`src/rtl/jtag_lock_ctrl.sv`:
```
// Debug-access lock controller: gates JTAG behind a key compare with a retry penalty.
// Optional permanent lockout after MAX_ATTEMPTS failures: define JTAG_LOCK_CTRL_LOCKOUT_EN.
//
// state    | meaning
// LOCKED   | JTAG gated, waiting for a key
// CHECK    | compare the captured key
// UNLOCKED | JTAG open until lock_req
// PENALTY  | wait PENALTY_CYCLES after a wrong key
// LOCKOUT  | permanently locked until reset
module jtag_lock_ctrl #(
    parameter int                KEY_W          = 32,
    parameter logic [KEY_W-1:0]  UNLOCK_KEY     = 32'hA5A5_5A5A,
    parameter int                MAX_ATTEMPTS   = 3,
    parameter int                PENALTY_CYCLES = 16
) (
    input  logic             clk,
    input  logic             resetn,
    input  logic             lock_req,
    input  logic             key_valid,
    input  logic [KEY_W-1:0] key_in,
    output logic             key_ready,
    output logic             lock_jtag_status,
    output logic             unlock_ok,
    output logic             unlock_fail,
    output logic             lockout,
    output logic [3:0]       fail_cnt
);

    typedef enum logic [2:0] {
        LOCKED   = 3'd0,
        CHECK    = 3'd1,
        UNLOCKED = 3'd2,
        PENALTY  = 3'd3,
        LOCKOUT  = 3'd4
    } state_t;

    localparam logic [7:0] PEN_LOAD = 8'(PENALTY_CYCLES - 1);
`ifdef JTAG_LOCK_CTRL_LOCKOUT_EN
    localparam logic [3:0] MAX_A = 4'(MAX_ATTEMPTS);
`endif

    state_t           state_q, state_d;
    logic [KEY_W-1:0] key_q, key_d;
    logic [3:0]       fail_cnt_q, fail_cnt_d;
    logic [7:0]       pen_q, pen_d;
    logic             ok_q, ok_d;
    logic             fail_q, fail_d;
    logic             lock_q, lock_d;

    always_ff @(posedge clk or negedge resetn) begin
        if (!resetn) begin
            state_q    <= LOCKED;
            key_q      <= '0;
            fail_cnt_q <= '0;
            pen_q      <= '0;
            ok_q       <= 1'b0;
            fail_q     <= 1'b0;
            lock_q     <= 1'b1;
        end else begin
            state_q    <= state_d;
            key_q      <= key_d;
            fail_cnt_q <= fail_cnt_d;
            pen_q      <= pen_d;
            ok_q       <= ok_d;
            fail_q     <= fail_d;
            lock_q     <= lock_d;
        end
    end

    always_comb begin
        state_d    = state_q;
        key_d      = key_q;
        fail_cnt_d = fail_cnt_q;
        pen_d      = pen_q;
        ok_d       = 1'b0;
        fail_d     = 1'b0;
        case (state_q)
            LOCKED: begin
                if (key_valid) begin
                    key_d   = key_in;
                    state_d = CHECK;
                end
            end
            CHECK: begin
                if (lock_req) begin
                    key_d   = '0;
                    state_d = LOCKED;
                end else if (key_q == UNLOCK_KEY) begin
                    ok_d       = 1'b1;
                    fail_cnt_d = '0;
                    state_d    = UNLOCKED;
                end else begin
                    fail_d = 1'b1;
                    if (fail_cnt_q != 4'hF) fail_cnt_d = fail_cnt_q + 4'd1;
`ifdef JTAG_LOCK_CTRL_LOCKOUT_EN
                    if (fail_cnt_d >= MAX_A) begin
                        state_d = LOCKOUT;
                    end else begin
                        state_d = PENALTY;
                        pen_d   = PEN_LOAD;
                    end
`else
                    state_d = PENALTY;
                    pen_d   = PEN_LOAD;
`endif
                end
            end
            UNLOCKED: begin
                if (lock_req) state_d = LOCKED;
            end
            PENALTY: begin
                if (pen_q == 8'd0) state_d = LOCKED;
                else               pen_d   = pen_q - 8'd1;
            end
            LOCKOUT: state_d = LOCKOUT;
            default: state_d = LOCKED;
        endcase
        // Gate opens only once UNLOCKED has been held across an edge; re-lock is immediate.
        lock_d = !((state_q == UNLOCKED) && (state_d == UNLOCKED));
    end

    assign key_ready        = (state_q == LOCKED);
    assign lock_jtag_status = lock_q;
    assign unlock_ok        = ok_q;
    assign unlock_fail      = fail_q;
    assign fail_cnt         = fail_cnt_q;
`ifdef JTAG_LOCK_CTRL_LOCKOUT_EN
    assign lockout          = (state_q == LOCKOUT);
`else
    assign lockout          = 1'b0;
`endif

endmodule
```
`config.mk`:
```
export PLATFORM = sky130hd
export DESIGN_NAME = jtag_lock_ctrl
export DESIGN_NICKNAME = d
export VERILOG_FILES = /design/src/rtl/jtag_lock_ctrl.sv
export SDC_FILE = /design/constraint.sdc
export NUM_CORES = 1
export LEC_CHECK = 0
export CAP_MARGIN = 10
export CORE_ASPECT_RATIO = 1.5
export CORE_MARGIN = 2
export CORE_UTILIZATION = 45
export DETAILED_ROUTE_END_ITERATION = 10
export DONT_BUFFER_PORTS = 1
export SKIP_LAST_GASP = 1
export SYNTH_ARGS = -nofsm -noshare
export SYNTH_HDL_FRONTEND = slang
export SYNTH_SLANG_ARGS = --single-unit
```
`constraint.sdc`:
```
create_clock -name clk -period 3.1 [get_ports clk]
set_clock_uncertainty 0.05 [all_clocks]
set_input_delay 0.465 -clock clk [delete_from_list [all_inputs] [get_ports clk]]
set_output_delay 0.465 -clock clk [all_outputs]
set_load 0.05 [all_outputs]
```
; ---- After elaboration in Yosys (flattened, before gate mapping)
; Cells that the tools add are included.
[totals]
reg_bits = 50
latch_bits = 0
ram_bits = 0
mem_bits_ro = 0
word_cells = 53
memories = 0
[op_classes]
add_sub_neg = 2
multipliers = 0
div_mod_pow = 0
magnitude_cmp = 0
n_eq_ne = 12
shifts = 0
n_mux = 21
bitwise = 1
n_reduce_logical = 10
[ops]
columns = operator, n
row1 = $mux W32, 2
row2 = $pmux W32 S2, 1
row3 = $eq A32 B32 Y1 const B, 1
row4 = $mux W8, 3
row5 = $pmux W8 S2, 1
row6 = $pmux W3 S5, 1
row7 = $ne A2 B2 Y1 const B, 5
row8 = $eq A3 B2 Y1 const B, 3
row9 = $mux W3, 3
row10 = $logic_not A8 Y1, 1
row11 = $mux W4, 2
row12 = $sub A8 B1 Y8 const B, 1
row13 = $mux W1, 7
row14 = $reduce_and A3 Y1, 2
row15 = $reduce_bool A2 Y1, 3
row16 = $add A4 B1 Y4 const B, 1
row17 = $ne A4 B4 Y1 const B, 1
row18 = $reduce_and A4 Y1, 1
row19 = $eq A3 B1 Y1 const B, 1
row20 = $eq A3 B3 Y1 const B, 1
row21 = $logic_not A3 Y1, 1
row22 = $mux W2, 1
row23 = $logic_and A1 B1 Y1, 1
row24 = $logic_not A1 Y1, 1
row25 = $not A1 Y1, 1

; ---- Logic depth before layout (Yosys ltp)
[depth]
depth_word = 7
depth_mapped = 6

; ---- Worst setup path before layout
; Ideal clock, no wire load.
[synth_timing]
path_kind = register to output
from = register state_q[1]
to = output port key_ready
arrival_ns = 1.591
t_required_ns = 2.585
slack_ns = 0.994
stages_incl_launch_ff = 3
path_buffers = 1
cell_sequence = dfrtp_1 -> buf_2 -> nor3_1
[synth_via]
elab_chain_len = 1
[synth_rtl]
columns = item, line_no
row1 = "start, declared", 42  ; state_t state_q, state_d;
row2 = "start signal, assigned", 60  ; state_q <= state_d;
row3 = $logic_not A3 Y1, 122  ; assign key_ready = (state_q == LOCKED);
row4 = "end, declared", 21  ; output logic key_ready,
; Every way passes these cells.

; ---- Worst setup path in the final report
[layout_timing]
from = register state_q[0]
to = register key_q[21]
[layout_via]
elab_chain_len = 3
[layout_rtl]
columns = item, line_no
row1 = $eq A3 B1 Y1 or $logic_not A3 Y1 (tied branches), 77  ; case (state_q)
row2 = $ne A2 B2 Y1 (no line) or $reduce_bool A2 Y1 (tied branches), n/a
row3 = $reduce_and A3 Y1 (no line), n/a
row4 = "end signal, assigned", 61  ; key_q <= key_d;
row5 = "end, declared", 43  ; logic [KEY_W-1:0] key_q, key_d;
; Several ways; a longest one is shown, not always the timed one.
; A chain may end at the register's enable or synchronous reset.

==> impl_metrics.toml <==
[run_status]
status = "finished clean"

[run]
cap_viol_max_count = 0

[timing]
rsz0062_at_grt = "false"
fin_hold_ws_ns = 0.245
finalSetupViolations = 0
tns_ns = 0
layout_min_cycle_time_ns = 1.94
final_max_slew_viol_count = 0
slew_headroom_pct = 29.9
fin_crit_sh_pct = 62.7
max_freq_ghz = 0.514
worst_pin_slew_ns = 1.05
timing_hold_violations_final = 0

[pwr]
pwr-share-clk_pct = 18.2
power_uw = 2130
ir_worst_vdd_mv = 0.430
intPower_uw = 1350
leakage_uw = 0.00108
pwr-share-seq_pct = 53.1
power_switching_uw = 782
comb_power_share_pct = 28.7
power.density_mw_per_mm2 = 885
swShare_pct = 36.7

[final_layout]
fill_cells = 440
insertedDiodeCount = 0
drive_above_1_share_pct = 18.3
multi_input_area_um2 = 908
fin_util_pct = 49.7
synthToLayoutAreaGrowth_pct = 6.41
seq_area_mm2 = 0.00125
final_cells = 246
fin_nets = 218
final_common_cell = "dfrtp_1"
layout_common_cells = "dfrtp_1, a22o_1, nor2_1, nand2_1, nor3_1"

[cts]
clk_pin_slew_ns = 0.09
cts_buffer_depth = 2
clk_latency_ns = 0.30
cts_resized = 0
cts.sinks = 50
cts_buffers = 5
root_buffer = "clkbuf_8"
htree_num_levels = 2
cts_tree = "built"

[routing]
via_count = 1447
wirelength_um = 4350
drc = 0
drtAntennaViolNets = 0
via_per_inst = 5.88
drt_iter0_markers = 64
firstDrtPassIters = 4
wl_per_cell_um = 17.7

[setup_path]
cp_num_cells = 3
crit_end = "key_q[21]"
cp.required_ns = 3.29
r2r-start = "state_q[0]"
reg2reg_depth = 3
crit_fanout = 32
end_kind = "register"
arrival_ns = 2.13
r2r-end = "key_q[21]"
worst-path-buf-inv = 0
crit_type = "register to register"
crit_path_top_delay_cell = "or3_1"
crit_path_max_incr_delay_ns = 0.82
crit_path_start_kind = "register"
startpoint = "state_q[0]"
rrSetupSlack_ns = 1.16
path_cells = "mux2i_1 > or3_1 > a22o_1"
cpLargestDelayFamily = "simple AND/OR/NAND/NOR gates"

[global_routing]
grt_pass1_vias = 1488
antenna_found_initial = 0
grt_pass1_wl_um = 7240
grt_max_degree = 51
grt.total_usage_pct = 17.1
overflow = 0

[placement]
place.gp.congestion = 0.817
hpwlAfterDp_um = 3060
io_buffers = 0
dp_cells = 236

[hold_path]
hold_path.class = "primary input to register"
min_from = "key_in[31]"

[synthesis]
syn_area_per_cell_um2 = 12.7
syn_area_mm2 = 0.00226
ys_seq_area_share_pct = 55.3
synth_cell_type_count = 41
synthCells = 179
yosysWarningCount = 0
syn-num-nets = 218
ys_seq_elements = 50

[floorplan]
core_area_mm2 = 0.00485
rows = 31
start_util_pct = 46.7
io_pins = 45
die-area_mm2 = 0.00563
die_x_um = 61.9
die_h_um = 90.9
layer usage:
| layer | up-vias | share of wire, % | wire (um) | GRT usage (%) |
|---|---|---|---|---|
| li1 | 668 | - | - | - |
| met1 | 732 | 40 | 1760 | 22.3 |
| met2 | 41 | 52 | 2280 | 27.1 |
| met3 | 6 | 5.6 | 245 | 4.15 |
| met4 | 0 | 1.6 | 69 | 5.85 |
| met5 | - | 0 | 0 | 0 |
power by group through the flow:
| stage | Combinational [uW] | Sequential (uW) | Clock [uW] |
|---|---|---|---|
| floorplan | 579 | 1060 | 0 |
| global placement | 574 | 1130 | 0 |
| detailed placement | 597 | 1140 | 0 |
| CTS | 621 | 1130 | 401 |
| global route | 693 | 1160 | 432 |
| finish | 612 | 1130 | 388 |
sequential cells by signal, indices dropped and copies added, names as in the netlist:
register and count:
lock_jtag_status 1, state_q 3, fail_cnt 4, unlock_fail 1, key_q 32, pen_q 8, unlock_ok 1
logic make-up (layout without fill, tap and decap cells):
group / after synthesis / count (layout) / synth area share [%]
simple gates: 59 / 59 / 19.4
flops: 50 / 50 / 55.3
compound gates: 46 / 46 / 16.9
buf+inv: 16 / 17 / 4.59
mux: 4 / 4 / 1.93
fa+ha+maj: 3 / 3 / 1.66
other cells: 1 / 1 / 0.166
worst register-to-register path, stage by stage, from the launching register on:
cell,delay (ns)
dfrtp_1,0.53
mux2i_1,0.21
or3_1,0.82
a22o_1,0.27
layout make-up:
type,count,area share (%)
Sequential cell,50,52.0
Clock inverter,2,0.519
Timing Repair Buffer,4,2.18
Inverter,5,0.779
Tap cell,66,3.43
Clock buffer,6,3.43
Multi-Input combinational cell,113,37.7
worst min path at each step:
stage	to	slack, ns	depth (start not counted)
floorplan	fail_cnt[0]	0.12	0
global placement	fail_cnt[0]	0.12	0
detailed placement	fail_cnt[1]	0.12	0
CTS	key_q[11]	0.24	1
global route	lock_jtag_status	0.23	1
finish	key_q[31]	0.24	1
Yosys cell counts:
| cell type | n | area share, % |
|---|---|---|
| a211o_1 | 2 | 0.77 |
| a211oi_1 | 1 | 0.33 |
| a21boi_0 | 1 | 0.33 |
| a21boi_2 | 1 | 0.50 |
| a21oi_1 | 6 | 1.3 |
| a22o_1 | 32 | 12 |
| a22oi_1 | 1 | 0.33 |
| and2_1 | 4 | 1.1 |
| and3_1 | 1 | 0.28 |
| and3b_2 | 1 | 0.44 |
| and4bb_2 | 5 | 2.8 |
| buf_2 | 4 | 0.88 |
| buf_4 | 2 | 0.66 |
| buf_6 | 4 | 2.0 |
| clkbuf_2 | 1 | 0.22 |
| conb_1 | 1 | 0.17 |
| dfrtp_1 | 49 | 54 |
| dfstp_2 | 1 | 1.2 |
| ha_1 | 3 | 1.7 |
| inv_1 | 5 | 0.83 |
| mux2_2 | 3 | 1.5 |
| mux2i_1 | 1 | 0.44 |
| nand2_1 | 8 | 1.3 |
| nand3_1 | 4 | 0.88 |
| nand4_1 | 2 | 0.55 |
| nand4b_1 | 3 | 1.2 |
| nor2_1 | 9 | 1.5 |
| nor2_2 | 1 | 0.28 |
| nor3_1 | 7 | 1.5 |
| nor3_2 | 1 | 0.44 |
| nor3_4 | 1 | 0.72 |
| nor3b_1 | 2 | 0.66 |
| nor4b_2 | 1 | 0.66 |
| nor4b_4 | 2 | 2.1 |
| nor4bb_1 | 3 | 1.3 |
| o21ai_2 | 1 | 0.39 |
| o31ai_2 | 1 | 0.55 |
| or3_1 | 1 | 0.28 |
| or3b_2 | 1 | 0.39 |
| or4b_2 | 1 | 0.44 |
| or4b_4 | 1 | 0.61 |
timing repair:
item	CTS	global route
setup buffers	0	0
endpoints found under the hold margin	50	0
hold buffers	2	0
stage by stage:
stage	area (um^2)	setup slack, ns
3_5_place_dp	2280	1.18
3_3_place_gp	2280	1.24
6_report	2410	1.16
5_1_grt	2410	0.914
2_1_floorplan	2260	0.994
4_1_cts	2410	1.14
Note: power is estimated with default switching activity, not from simulation.
==> edit (config.mk and constraints unchanged) <==
The parameter `KEY_W` goes from 32 to 48.
--- a/src/rtl/jtag_lock_ctrl.sv
+++ b/src/rtl/jtag_lock_ctrl.sv
@@ -9,5 +9,5 @@
 // LOCKOUT  | permanently locked until reset
 module jtag_lock_ctrl #(
-    parameter int                KEY_W          = 32,
+    parameter int                KEY_W          = 48,
     parameter logic [KEY_W-1:0]  UNLOCK_KEY     = 32'hA5A5_5A5A,
     parameter int                MAX_ATTEMPTS   = 3,
Ports: changed (resized key_in); port bits go from 45 to 61. No check against the original RTL was run, so the function may have changed too.
==> edit against the unedited design <==
  * Setup slack got worse by 210 ps
  * Sequential cell count grew 16
  * Cell area rose by 23%
  * Final cell count up 17%
  * Synthesized area increased by 19%
  * Routed wire length rose by 33%
  * Critical path type unchanged
  * Highest routed layer unchanged
Power is not compared: it rests on default switching activity, and its combinational part moved more than twofold at a synthesized area within 25%.
==> edit: results (changes against the unedited design) <==
| Metric | Value |
|---|---|
| Mapped Cells | 209 (+17%) |
| Multi-input gate share of total cell area | 32.5% (-5.2 points) |
| Via count | 1730 (+20%) |
| CP arrival | 2320 ps (+190 ps) |
| Met1 Wirelength | 2360 microns (+34%) |
| Met3 WL | 297 microns (+21%) |
| H-tree Lvls | 3 (+1) |
| Later-pin clock latency in the skew report | 330 ps (+30 ps) |
| Outcome | completed |
| Post-synthesis compound-gate area fraction | 18.6% (+1.7 points) |
| Synth Area in Adders | 1.39% (-0.26 points) |
| Worst-path maximum fanout | 7 (-78%) |
| Final HPWL DP | 3880 microns (+27%) |
| Post-route insts no fill | 287 (+17%) |
| Share of cells above drive strength 1 | 14.0% (-4.4 points) |
| WL met2 | 3020 microns (+33%) |
| NonClk Buf Share | 1.77% (-0.41 points) |
| Area contributors post-synth | dfrtp_1 60%, a22o_1 16%, nor4bb_1 1.9%, xor2_1 1.6%, ha_1 1.4% |
| Final GP Congestion | 0.847 (+3.7%) |
| Largest register FFs | 48 (+50%) |
| Routed wire length per instance | 20.1 microns (+14%) |
| Comb_multi_in | 124 (+9.7%) |
| Post-Synth XOR/XNOR Area | 1.63% (+1.6 points) |
| Vias in the first global route | 1883 (+27%) |
| First-pass GRT wire length | 9270 microns (+28%) |
| Placed cell count | 269 (+14%) |
| Rel. slew slack | 38.9% (+9.0 points) |
| Largest net degree at the start of global routing | 67 (+31%) |
| Num rows | 34 (+9.7%) |
| Slowest-stage cell, CP | nor4bb_1 |
| DRT iter0 DRCs | 76 (+19%) |
| # fillers | 526 (+20%) |
| Sequential cells | 66 (+32%) |
| Commonest cells in the netlist | 65 x dfrtp_1, 48 x a22o_1, 9 x nor2_1, 8 x clkbuf_1 |
| # clk buffers | 9 (+3) |
| Synth Net Count | 264 (+21%) |
| Clk cell area share | 6.52% (+2.6 points) |
-- edit: worst paths after layout --
path                       slack [ps]  cells past startpoint       start               end
setup reg to reg                  950                      5   key_q[27]          pen_q[0]
hold reg to reg                   450                      1   key_q[24]         key_q[24]
hold / removal                    210                      1  key_in[11]         key_q[11]
setup / recovery                  950                      5   key_q[27]          pen_q[0]
min in group asynchronous         610                      2      resetn         unlock_ok
max in group asynchronous        2100                      2      resetn  lock_jtag_status
-- edit: power groups by stage --
| stage | Clock [W] | Sequential, W | Combinational [W] |
|---|---|---|---|
| floorplan | 0 | 0.000877 | 0.00000478 |
| detailed placement | 0 | 0.000877 | 0.00000389 |
| CTS | 0.000718 | 0.000860 | 0.0000263 |
| finish | 0.000707 | 0.000860 | 0.0000249 |
| global route | 0.000759 | 0.000860 | 0.0000288 |
| global placement | 0 | 0.000877 | 0.00000381 |
